[src/rtl/beat_pkg.sv]
`default_nettype none
// ============================================================================
// beat_pkg
// Shared beat-interface constants: default beat period and monitor state codes.
// Revision: 1.0
// ============================================================================
package beat_pkg;

  localparam int BEAT_PERIOD = 32;

  localparam logic [1:0] BM_IDLE   = 2'd0;
  localparam logic [1:0] BM_SEARCH = 2'd1;
  localparam logic [1:0] BM_TRACK  = 2'd2;
  localparam logic [1:0] BM_LOCKED = 2'd3;

  typedef struct packed {
    logic early;
    logic late;
  } beat_err_t;

endpackage
`default_nettype wire

[src/rtl/dffr.sv]
`default_nettype none
// ============================================================================
// dffr
// W-bit D flop with synchronous active-high clear to zero.
// Revision: 1.0
// ============================================================================
module dffr #(
  parameter int W = 1
) (
  input  logic         clk,
  input  logic         rst,
  input  logic [W-1:0] d,
  output logic [W-1:0] q
);

  always_ff @(posedge clk) begin
    if (rst) q <= '0;
    else     q <= d;
  end

endmodule
`default_nettype wire

[src/rtl/gap_counter.sv]
`default_nettype none
// ============================================================================
// gap_counter
// Saturating CW-bit cycle counter with synchronous restart-to-1 and hold-at-0.
// Revision: 1.0
// ============================================================================
module gap_counter #(
  parameter int CW = 6
) (
  input  logic          clk,
  input  logic          rst,
  input  logic          hold,
  input  logic          restart,
  output logic [CW-1:0] cnt
);

  localparam logic [CW-1:0] CNT_MAX = '1;

  logic          w_rst_h;
  logic [CW-1:0] w_cnt_nxt;

  assign w_rst_h = ~rst;

  // hold wins over restart so an idle monitor ignores stray beats
  always_comb begin
    w_cnt_nxt = cnt;
    if (hold)                w_cnt_nxt = '0;
    else if (restart)        w_cnt_nxt = CW'(1);
    else if (cnt != CNT_MAX) w_cnt_nxt = cnt + CW'(1);
  end

  dffr #(.W(CW)) u_cnt (
    .clk (clk),
    .rst (w_rst_h),
    .d   (w_cnt_nxt),
    .q   (cnt)
  );

endmodule
`default_nettype wire

[src/rtl/beat_monitor.sv]
`default_nettype none
// ============================================================================
// beat_monitor
// Checks beat strobe period; reports lock, early/late pulses, error count.
// Optional last_gap output when BEAT_MONITOR_GAP_EN is defined.
// Revision: 1.0
// ============================================================================
module beat_monitor
  import beat_pkg::*;
#(
  parameter int PERIOD     = BEAT_PERIOD,
  parameter int TOL        = 0,
  parameter int LOCK_COUNT = 4,
  parameter int ERRW       = 8
) (
  input  logic            clk,
  input  logic            rst,
  input  logic            enable,
  input  logic            beat_in,
  input  logic            clr_err,
  output logic            locked,
  output logic            err_early,
  output logic            err_late,
  output logic [ERRW-1:0] err_count
`ifdef BEAT_MONITOR_GAP_EN
  ,
  output logic [$clog2(PERIOD+TOL+2)-1:0] last_gap
`endif
);

  localparam int CW = $clog2(PERIOD+TOL+2);
  localparam logic [CW-1:0]   GAP_LO   = CW'(PERIOD - TOL);
  localparam logic [CW-1:0]   GAP_LATE = CW'(PERIOD + TOL + 1);
  localparam logic [3:0]      LOCK_N   = 4'(LOCK_COUNT);
  localparam logic [ERRW-1:0] ERR_MAX  = '1;

  logic            w_rst_h;
  logic [CW-1:0]   w_cnt;
  logic            w_hold;
  logic            w_tracking;
  logic            w_late;
  logic            w_early;
  logic            w_good;
  beat_err_t       w_err;

  logic [1:0]      r_state;
  logic [1:0]      w_state_nxt;
  logic [3:0]      r_good_cnt;
  logic [3:0]      w_good_nxt;
  logic            w_locked_nxt;
  logic [ERRW-1:0] w_err_count_nxt;

  assign w_rst_h = ~rst;
  assign w_hold  = ~enable | (r_state == BM_IDLE);

  gap_counter #(.CW(CW)) u_gap_counter (
    .clk     (clk),
    .rst     (rst),
    .hold    (w_hold),
    .restart (beat_in),
    .cnt     (w_cnt)
  );

  // late is checked without waiting for a beat; it outranks a beat arriving in the same cycle
  assign w_tracking = (r_state == BM_TRACK) | (r_state == BM_LOCKED);
  assign w_late     = w_tracking & (w_cnt >= GAP_LATE);
  assign w_early    = w_tracking & beat_in & ~w_late & (w_cnt < GAP_LO);
  assign w_good     = w_tracking & beat_in & ~w_late & ~w_early;

  always_comb begin
    w_state_nxt = r_state;
    w_good_nxt  = r_good_cnt;
    if (!enable) begin
      w_state_nxt = BM_IDLE;
      w_good_nxt  = '0;
    end else begin
      case (r_state)
        BM_IDLE: begin
          w_state_nxt = BM_SEARCH;
          w_good_nxt  = '0;
        end
        BM_SEARCH: begin
          if (beat_in) begin
            w_state_nxt = BM_TRACK;
            w_good_nxt  = '0;
          end
        end
        BM_TRACK: begin
          if (w_late) begin
            w_state_nxt = BM_SEARCH;
          end else if (w_early) begin
            w_good_nxt = '0;
          end else if (w_good) begin
            w_good_nxt = r_good_cnt + 4'd1;
            if (r_good_cnt + 4'd1 == LOCK_N) w_state_nxt = BM_LOCKED;
          end
        end
        BM_LOCKED: begin
          if (w_late) begin
            w_state_nxt = BM_SEARCH;
          end else if (w_early) begin
            w_state_nxt = BM_TRACK;
            w_good_nxt  = '0;
          end
        end
        default: begin
          w_state_nxt = BM_IDLE;
          w_good_nxt  = '0;
        end
      endcase
    end
  end

  // errors seen while enable is dropping are discarded
  assign w_err.early  = enable & w_early;
  assign w_err.late   = enable & w_late;
  assign w_locked_nxt = (w_state_nxt == BM_LOCKED);

  always_comb begin
    w_err_count_nxt = err_count;
    if (clr_err)
      w_err_count_nxt = '0;
    else if ((w_err.early | w_err.late) && (err_count != ERR_MAX))
      w_err_count_nxt = err_count + ERRW'(1);
  end

  dffr #(.W(2)) u_state (
    .clk (clk), .rst (w_rst_h), .d (w_state_nxt), .q (r_state)
  );

  dffr #(.W(4)) u_good_cnt (
    .clk (clk), .rst (w_rst_h), .d (w_good_nxt), .q (r_good_cnt)
  );

  dffr #(.W(1)) u_locked (
    .clk (clk), .rst (w_rst_h), .d (w_locked_nxt), .q (locked)
  );

  dffr #(.W(1)) u_err_early (
    .clk (clk), .rst (w_rst_h), .d (w_err.early), .q (err_early)
  );

  dffr #(.W(1)) u_err_late (
    .clk (clk), .rst (w_rst_h), .d (w_err.late), .q (err_late)
  );

  dffr #(.W(ERRW)) u_err_count (
    .clk (clk), .rst (w_rst_h), .d (w_err_count_nxt), .q (err_count)
  );

`ifdef BEAT_MONITOR_GAP_EN
  logic [CW-1:0] w_last_gap_nxt;

  // a late result is marked with the all-ones code
  always_comb begin
    w_last_gap_nxt = last_gap;
    if (w_err.late)
      w_last_gap_nxt = '1;
    else if (enable && w_tracking && beat_in)
      w_last_gap_nxt = w_cnt;
  end

  dffr #(.W(CW)) u_last_gap (
    .clk (clk), .rst (w_rst_h), .d (w_last_gap_nxt), .q (last_gap)
  );
`endif

endmodule
`default_nettype wire
[config.mk]
export PLATFORM = sky130hd
export DESIGN_NAME = beat_monitor
export DESIGN_NICKNAME = d
export VERILOG_FILES = /design/src/rtl/beat_pkg.sv /design/src/rtl/dffr.sv /design/src/rtl/gap_counter.sv /design/src/rtl/beat_monitor.sv
export SDC_FILE = /design/constraint.sdc
export NUM_CORES = 1
export LEC_CHECK = 0
export CAP_MARGIN = 10
export CELL_PAD_IN_SITES_DETAIL_PLACEMENT = 1
export CELL_PAD_IN_SITES_GLOBAL_PLACEMENT = 2
export CORE_MARGIN = 2
export CORE_UTILIZATION = 29
export DETAILED_ROUTE_END_ITERATION = 6
export PLACE_DENSITY = 0.71
export SYNTH_ARGS = -nofsm -noshare
export SYNTH_HDL_FRONTEND = slang
export SYNTH_SLANG_ARGS = --single-unit
export TNS_END_PERCENT = 30
[constraint.sdc]
create_clock -name clk -period 1.7 [get_ports clk]
set_input_delay 0.255 -clock clk [delete_from_list [all_inputs] [get_ports clk]]
set_output_delay 0.255 -clock clk [all_outputs]
set_load 0.01 [all_outputs]
Word level (Yosys, flattened, before mapping)
Index checks and enable logic that the tools add are counted.

Bits in registers: 23. Input bits: 5. Output and inout bits: 11. Logic and storage cells: 65.

Add/subtract/negate cells: 3. Order comparisons: 2. Equal/unequal tests: 12. Multiplexer cells: 18. Bitwise gates (word level): 14. Reductions and logical operators: 8.

Operators with widths (number): two-way mux 4 bit (6); two-way mux 2 bit (8); case mux 4 bit (4 select lines) (1); adder 8 x 1 -> 8 bit (second input constant) (1); != test 2 bit (second input constant) (4); != test 8 bit (second input constant) (1); case mux 2 bit (4 select lines) (1); bitwise AND 1 bit (7); adder 6 x 1 -> 6 bit (second input constant) (1); equality test 2 bit (second input constant) (3); greater-or-equal comparator 6 bit (second input constant) (1); less-than comparator 6 bit (second input constant) (1); != test 6 bit (second input constant) (1); AND reduction 5 bit (1); adder 4 x 1 -> 4 bit (second input constant) (1); equality test 4 x 3 -> 1 bit (second input constant) (1); NOT 1 bit (4); OR reduction 2 bit (2); != test 3 bit (second input constant) (1); bitwise OR 1 bit (3); OR reduction 3 bit (1); equality test 2 x 1 -> 1 bit (second input constant) (1); logical NOT 2 bit (1); two-way mux 1 bit (2); other kinds (3) (3).

Depth between registers and ports, before layout
Depth in word-level cells: 14. Gate-level depth with buffers: 6.

Cells and area by module
From an unflattened synthesis, not the netlist that was laid out.

Cell total of the unflattened synthesis: 170. Area, all modules: 1395.1 um^2.

Modules (own cells, without submodules): beat_monitor (instances 1, cells each 98, area each 593.1 um^2); dffr at u_err_count (instances 1, cells each 16, area each 210.2 um^2); gap_counter (instances 1, cells each 26, area each 175.2 um^2); dffr at u_gap_counter.u_cnt (instances 1, cells each 12, area each 157.7 um^2); dffr at u_good_cnt (instances 1, cells each 8, area each 105.1 um^2); dffr at u_err_early ... (instances 3, cells each 2, area each 33.8 um^2); dffr at u_state (instances 1, cells each 4, area each 52.6 um^2).

Worst setup path after synthesis
Ideal clock, no wire load.

Path kind: register to register. From: register u_gap_counter.u_cnt.q[0]. To: register u_err_count.q[3]. Setup time: 0.059 ns. Data arrival time: 1.596 ns. Slack: 0.045 ns. Cell stages (with the launch flop): 7. Buffers on the path: 0. Period minus slack after synthesis: 1.655 ns. Cell sequence: dfxtp_1 > inv_1 > ha_1 > and2b_1 > a31o_4 > or4_1 > nand2_1.

Longest elaborated chain between the ends: 8. Elaborated cells between the ends (all ways): 10.

Ends and longest elaborated chain: from (decl) (RTL line dffr.sv:13) `output logic [W-1:0] q`; from (signal assigned) (RTL line dffr.sv:17) `if (rst) q <= '0;`; from (signal assigned) (RTL line dffr.sv:18) `else q <= d;`; greater-or-equal comparator 6 bit (RTL line beat_monitor.sv:66) `assign w_late = w_tracking & (w_cnt >= GAP_LATE);`; bitwise AND 1 bit (RTL line beat_monitor.sv:66); NOT 1 bit (RTL line beat_monitor.sv:67) `assign w_early = w_tracking & beat_in & ~w_late & (w_cnt < GAP_LO);`; bitwise AND 1 bit (2 in a row) (RTL line beat_monitor.sv:67); bitwise AND 1 bit (RTL line beat_monitor.sv:115) `assign w_err.early = enable & w_early;`; bitwise OR 1 bit (*) (RTL line beat_monitor.sv:123) `else if ((w_err.early | w_err.late) && (err_count != ERR_MAX))`; logical AND 1 bit (*) (RTL line beat_monitor.sv:123); to (signal assigned) (RTL line dffr.sv:17); to (signal assigned) (RTL line dffr.sv:18); to (decl) (RTL line dffr.sv:13).

Mark *: on every way between the ends. The rest lies on a longest branch, timed or not. A chain may end at the register's enable or synchronous reset.

Final worst setup path
From: register u_gap_counter.u_cnt.q[1]. To: register u_good_cnt.q[3].

Longest elaborated chain between the ends: 9. Elaborated cells between the ends (all ways): 16.

Ends and longest elaborated chain: greater-or-equal comparator 6 bit (RTL line beat_monitor.sv:66); bitwise AND 1 bit (RTL line beat_monitor.sv:66); NOT 1 bit (RTL line beat_monitor.sv:67, beat_monitor.sv:68); bitwise AND 1 bit (RTL line beat_monitor.sv:67, beat_monitor.sv:68); bitwise AND 1 bit (RTL line beat_monitor.sv:67); NOT 1 bit (RTL line beat_monitor.sv:68) `assign w_good = w_tracking & beat_in & ~w_late & ~w_early;`; bitwise AND 1 bit (RTL line beat_monitor.sv:68); != test 3 bit (no source line); AND reduction 5 bit (no source line); to (signal assigned) (RTL line dffr.sv:17); to (signal assigned) (RTL line dffr.sv:18); to (decl) (RTL line dffr.sv:13).

Parallel ways exist; a longest one is shown, timed or not. The select of a mux whose other input is x is not followed.

==> results by group <==
Cells and area
  – Final Core Density: 0.385
  – Most frequent cells in the layout: dfxtp_1, buf_4, clkdlybuf4s50_1, nand3_1, nand2_1
  – Register area: ~460 um^2
  – Most common library cell in the layout ignoring fill and taps: dfxtp_1
  – Layout area overhead: 29.1%
  – Nets: 194
  – Share of cells above drive strength 1: 0.176
  – Fillcell total: about 530
  – N_diodes: 0
  – Multi-input gate area: 790 um^2
  – Final Non-Filler Cells: 234

Placement
  – HPWL Detailed: between 2 and 3 mm
  – Routability Congestion: between 0.7 and 0.8
  – I/O Buffers: 15
  – Placed cell count: between 200 and 250
  – Place WS: -74.5 ps

Global route
  – Met3 Use GR: 0.0216
  – GRT Overall Usage: 0.144
  – Initial antenna violation count: 0
  – GR peak layer: met2
  – Met1 global-route usage: 0.180
  – First-pass GRT wire length: a little under 6 mm
  – Largest net degree at the start of global routing: 14
  – Global route total overflow: 0
  – GR Layer Usage met2: 0.249
  – Number of global-route vias before repair: 1238

Synth
  – Cell count after synthesis: 150
  – Netlist Area Pre-Place: between 1000 and 1500 um^2
  – Cell variety after synth: 46
  – Post-synth EDFFs: 0
  – Most used DFF post-synth: dfxtp_1
  – Async SR Flop Fraction: 0
  – Synth Warn #: 0
  – Syn_nets: ~160
  – Flops & latches, synth: 23
  – Syn avg cell area: approximately 8.5 um^2
  – Seq/Total Area, Yosys: 0.359

Drt
  – Remaining DRCs: 0
  – Initial drt markers: between 40 and 50
  – DRT Pass-1 Iters: 4
  – Routed WL per cell: ~15 um
  – Post-DRT Antenna Nets: 0
  – Routed wire length: 3.42 mm
  – Post-DR vias/cell: roughly 5.4
  – Vias after detailed routing: ~1.3k

Critical path
  – CP max-delay cell: dfxtp_1
  – Crit-path max FO: 6
  – CP max stage delay: around 330 ps
  – CP cell instances: inv_1 -> ha_1 -> and2b_4 -> buf_4 -> nand4_1 -> a32oi_1 -> o21ai_0
  – Critical path launch point type: flip-flop
  – Worst Path Class, Setup: reg2reg
  – Crit path DAT: roughly 1800 ps
  – CP required: 1850 ps
  – Crit. End Element: flip-flop

Power and ir drop
  – Peak supply drop: approximately 0.00028 V
  – Leakage: slightly below 0.0006 uW
  – Power per standard cell area: about 590 nW/um^2
  – Total chip power: 969 uW

Floorplanning
  – Die H: ~70 um
  – # rows: 24
  – I/O pins: 16
  – Die area: approximately 5000 um^2
  – CORE AREA: 4290 um^2
  – Initial core utilization: 0.298
  – Die Width: 70.5 um

Clock tree
  – Total CTS buffers: 3
  – Clock buffer depth: 2
  – TritonCTS clock tree: yes
  – Clock latency on the worst-skew pair: ~260 ps
  – Clk sinks: 23
  – CTS root buffer: clkbuf_8
  – H-tree lvl count: 1
  – Clk slew on worst S/H paths: roughly 80 ps
  – # hold bufs at CTS: 0

Timing
  – Number of setup violations in the final report: 0
  – Final setup TNS: 0 ps
  – Max-slew violations: 0
  – Worst Tran Pin Value: 372 ps
  – Final WS setup: 71.9 ps
  – Crit share post-route: 0.958
  – Worst Clk Skew: 1.58 ps
  – Period minus WS final: between 1500 and 2000 ps
  – Final hold violations: 0
  – Max Clk Rate: approximately 610 MHz
  – Max_slew headroom: 0.751
  – RSZ-0062 raised after global routing: yes

Flow run
  – MaxCap Viol Count: 0

Outcome
  – Status: finished, final reports clean

Min path
  – Worst min-delay path category: reg2reg
==> kinds of logic (layout without fill, tap and decap cells) <==
family / Yosys count / after routing / share of synthesized area
xor gates and xnor gates: 4 / 4 / 0.0273
buffers and inverters: 10 / 41 / 0.0371
adders and majority gates: 6 / 6 / 0.0586
DFF: 23 / 23 / 0.359
muxes: 2 / 2 / 0.0156
AOI/OAI and AO/OA: 36 / 37 / 0.193
and+or+nand+nor: 69 / 69 / 0.309
==> sequential cells by signal, indices dropped and copies added, names as in the netlist <==
| register | cells |
|---|---|
| u_err_late.q | 1 |
| u_err_count.q | 8 |
| u_state.q | 2 |
| u_good_cnt.q | 4 |
| u_locked.q | 1 |
| u_err_early.q | 1 |
| u_gap_counter.u_cnt.q | 6 |
==> stage by stage <==
stage / area, um^2 / hold WS (ps)
detailed placement: 1580 / 494
CTS: 1630 / 507
finish: 1650 / 502
floorplan: 1280 / 418
global route: 1650 / 533
global placement: 1580 / 487
==> repair_timing <==
action                                  4_1_cts  5_1_grt
endpoints found under the setup margin        6        7
hold endpoints to repair                      0        0
gates resized for setup                       2        2
buffers inserted                              0        2
cloned                                        1        0
pin swaps                                     1        1
==> final cells by class <==
| type | count | share of cell area |
|---|---|---|
| clock buffer | 4 | 0.0272 |
| inverter | 6 | 0.0136 |
| multi-input combinational | 118 | 0.477 |
| sequential | 23 | 0.279 |
| tap | 52 | 0.0393 |
| timing repair buffer | 31 | 0.163 |
==> report_power, final <==
part	switching [uW]	internal (uW)
clock	174	167
combinational	42.4	41.3
sequential	2.88	541
total	219	750
==> cell usage after synthesis (2+ instances only) <==
library cell | n | area share
a21oi_1 | 8 | 0.031
a31oi_1 | 6 | 0.029
and3_1 | 2 | 0.0098
dfxtp_1 | 23 | 0.36
ha_1 | 6 | 0.059
inv_1 | 6 | 0.018
mux2i_1 | 2 | 0.016
nand2_1 | 13 | 0.038
nand2b_1 | 4 | 0.020
nand3_1 | 13 | 0.051
nand4_1 | 3 | 0.015
nor2_1 | 12 | 0.035
nor2b_1 | 2 | 0.0098
nor3_1 | 4 | 0.016
o211ai_1 | 4 | 0.023
o21ai_0 | 8 | 0.031
or3_1 | 2 | 0.0098
or4_1 | 2 | 0.012
xnor2_1 | 2 | 0.014
xor2_1 | 2 | 0.014
==> worst max-delay path, delay by kind of cell, from the launching register on <==
kind | cells | cell delay [ps]
AOI/OAI and AO/OA | 2 | 350
adders and majority gates | 1 | 160
buffers and inverters | 2 | 190
DFF | 1 | 330
and+or+nand+nor | 2 | 490
==> metal layers <==
metal | share of wire | up-vias
li1 | - | 617
met1 | 0.46 | 613
met2 | 0.50 | 18
met3 | 0.030 | 4
met4 | 0.012 | 0
met5 | 0 | -
==> worst paths after layout <==
| path | from | end | slack (ps) | depth (start not counted) |
|---|---|---|---|---|
| min reg2reg | u_err_count.q[5]$_SDFFE_PP0P_ | u_err_count.q[5]$_SDFFE_PP0P_ | 500 | 2 |
| min | u_err_count.q[5]$_SDFFE_PP0P_ | u_err_count.q[5]$_SDFFE_PP0P_ | 500 | 2 |
| max | u_gap_counter.u_cnt.q[1]$_SDFFE_PP0P_ | u_good_cnt.q[3]$_SDFFE_PN0P_ | 70 | 7 |
| max reg2reg | u_gap_counter.u_cnt.q[1]$_SDFFE_PP0P_ | u_good_cnt.q[3]$_SDFFE_PN0P_ | 70 | 7 |
(Power assumes the default switching activity.)
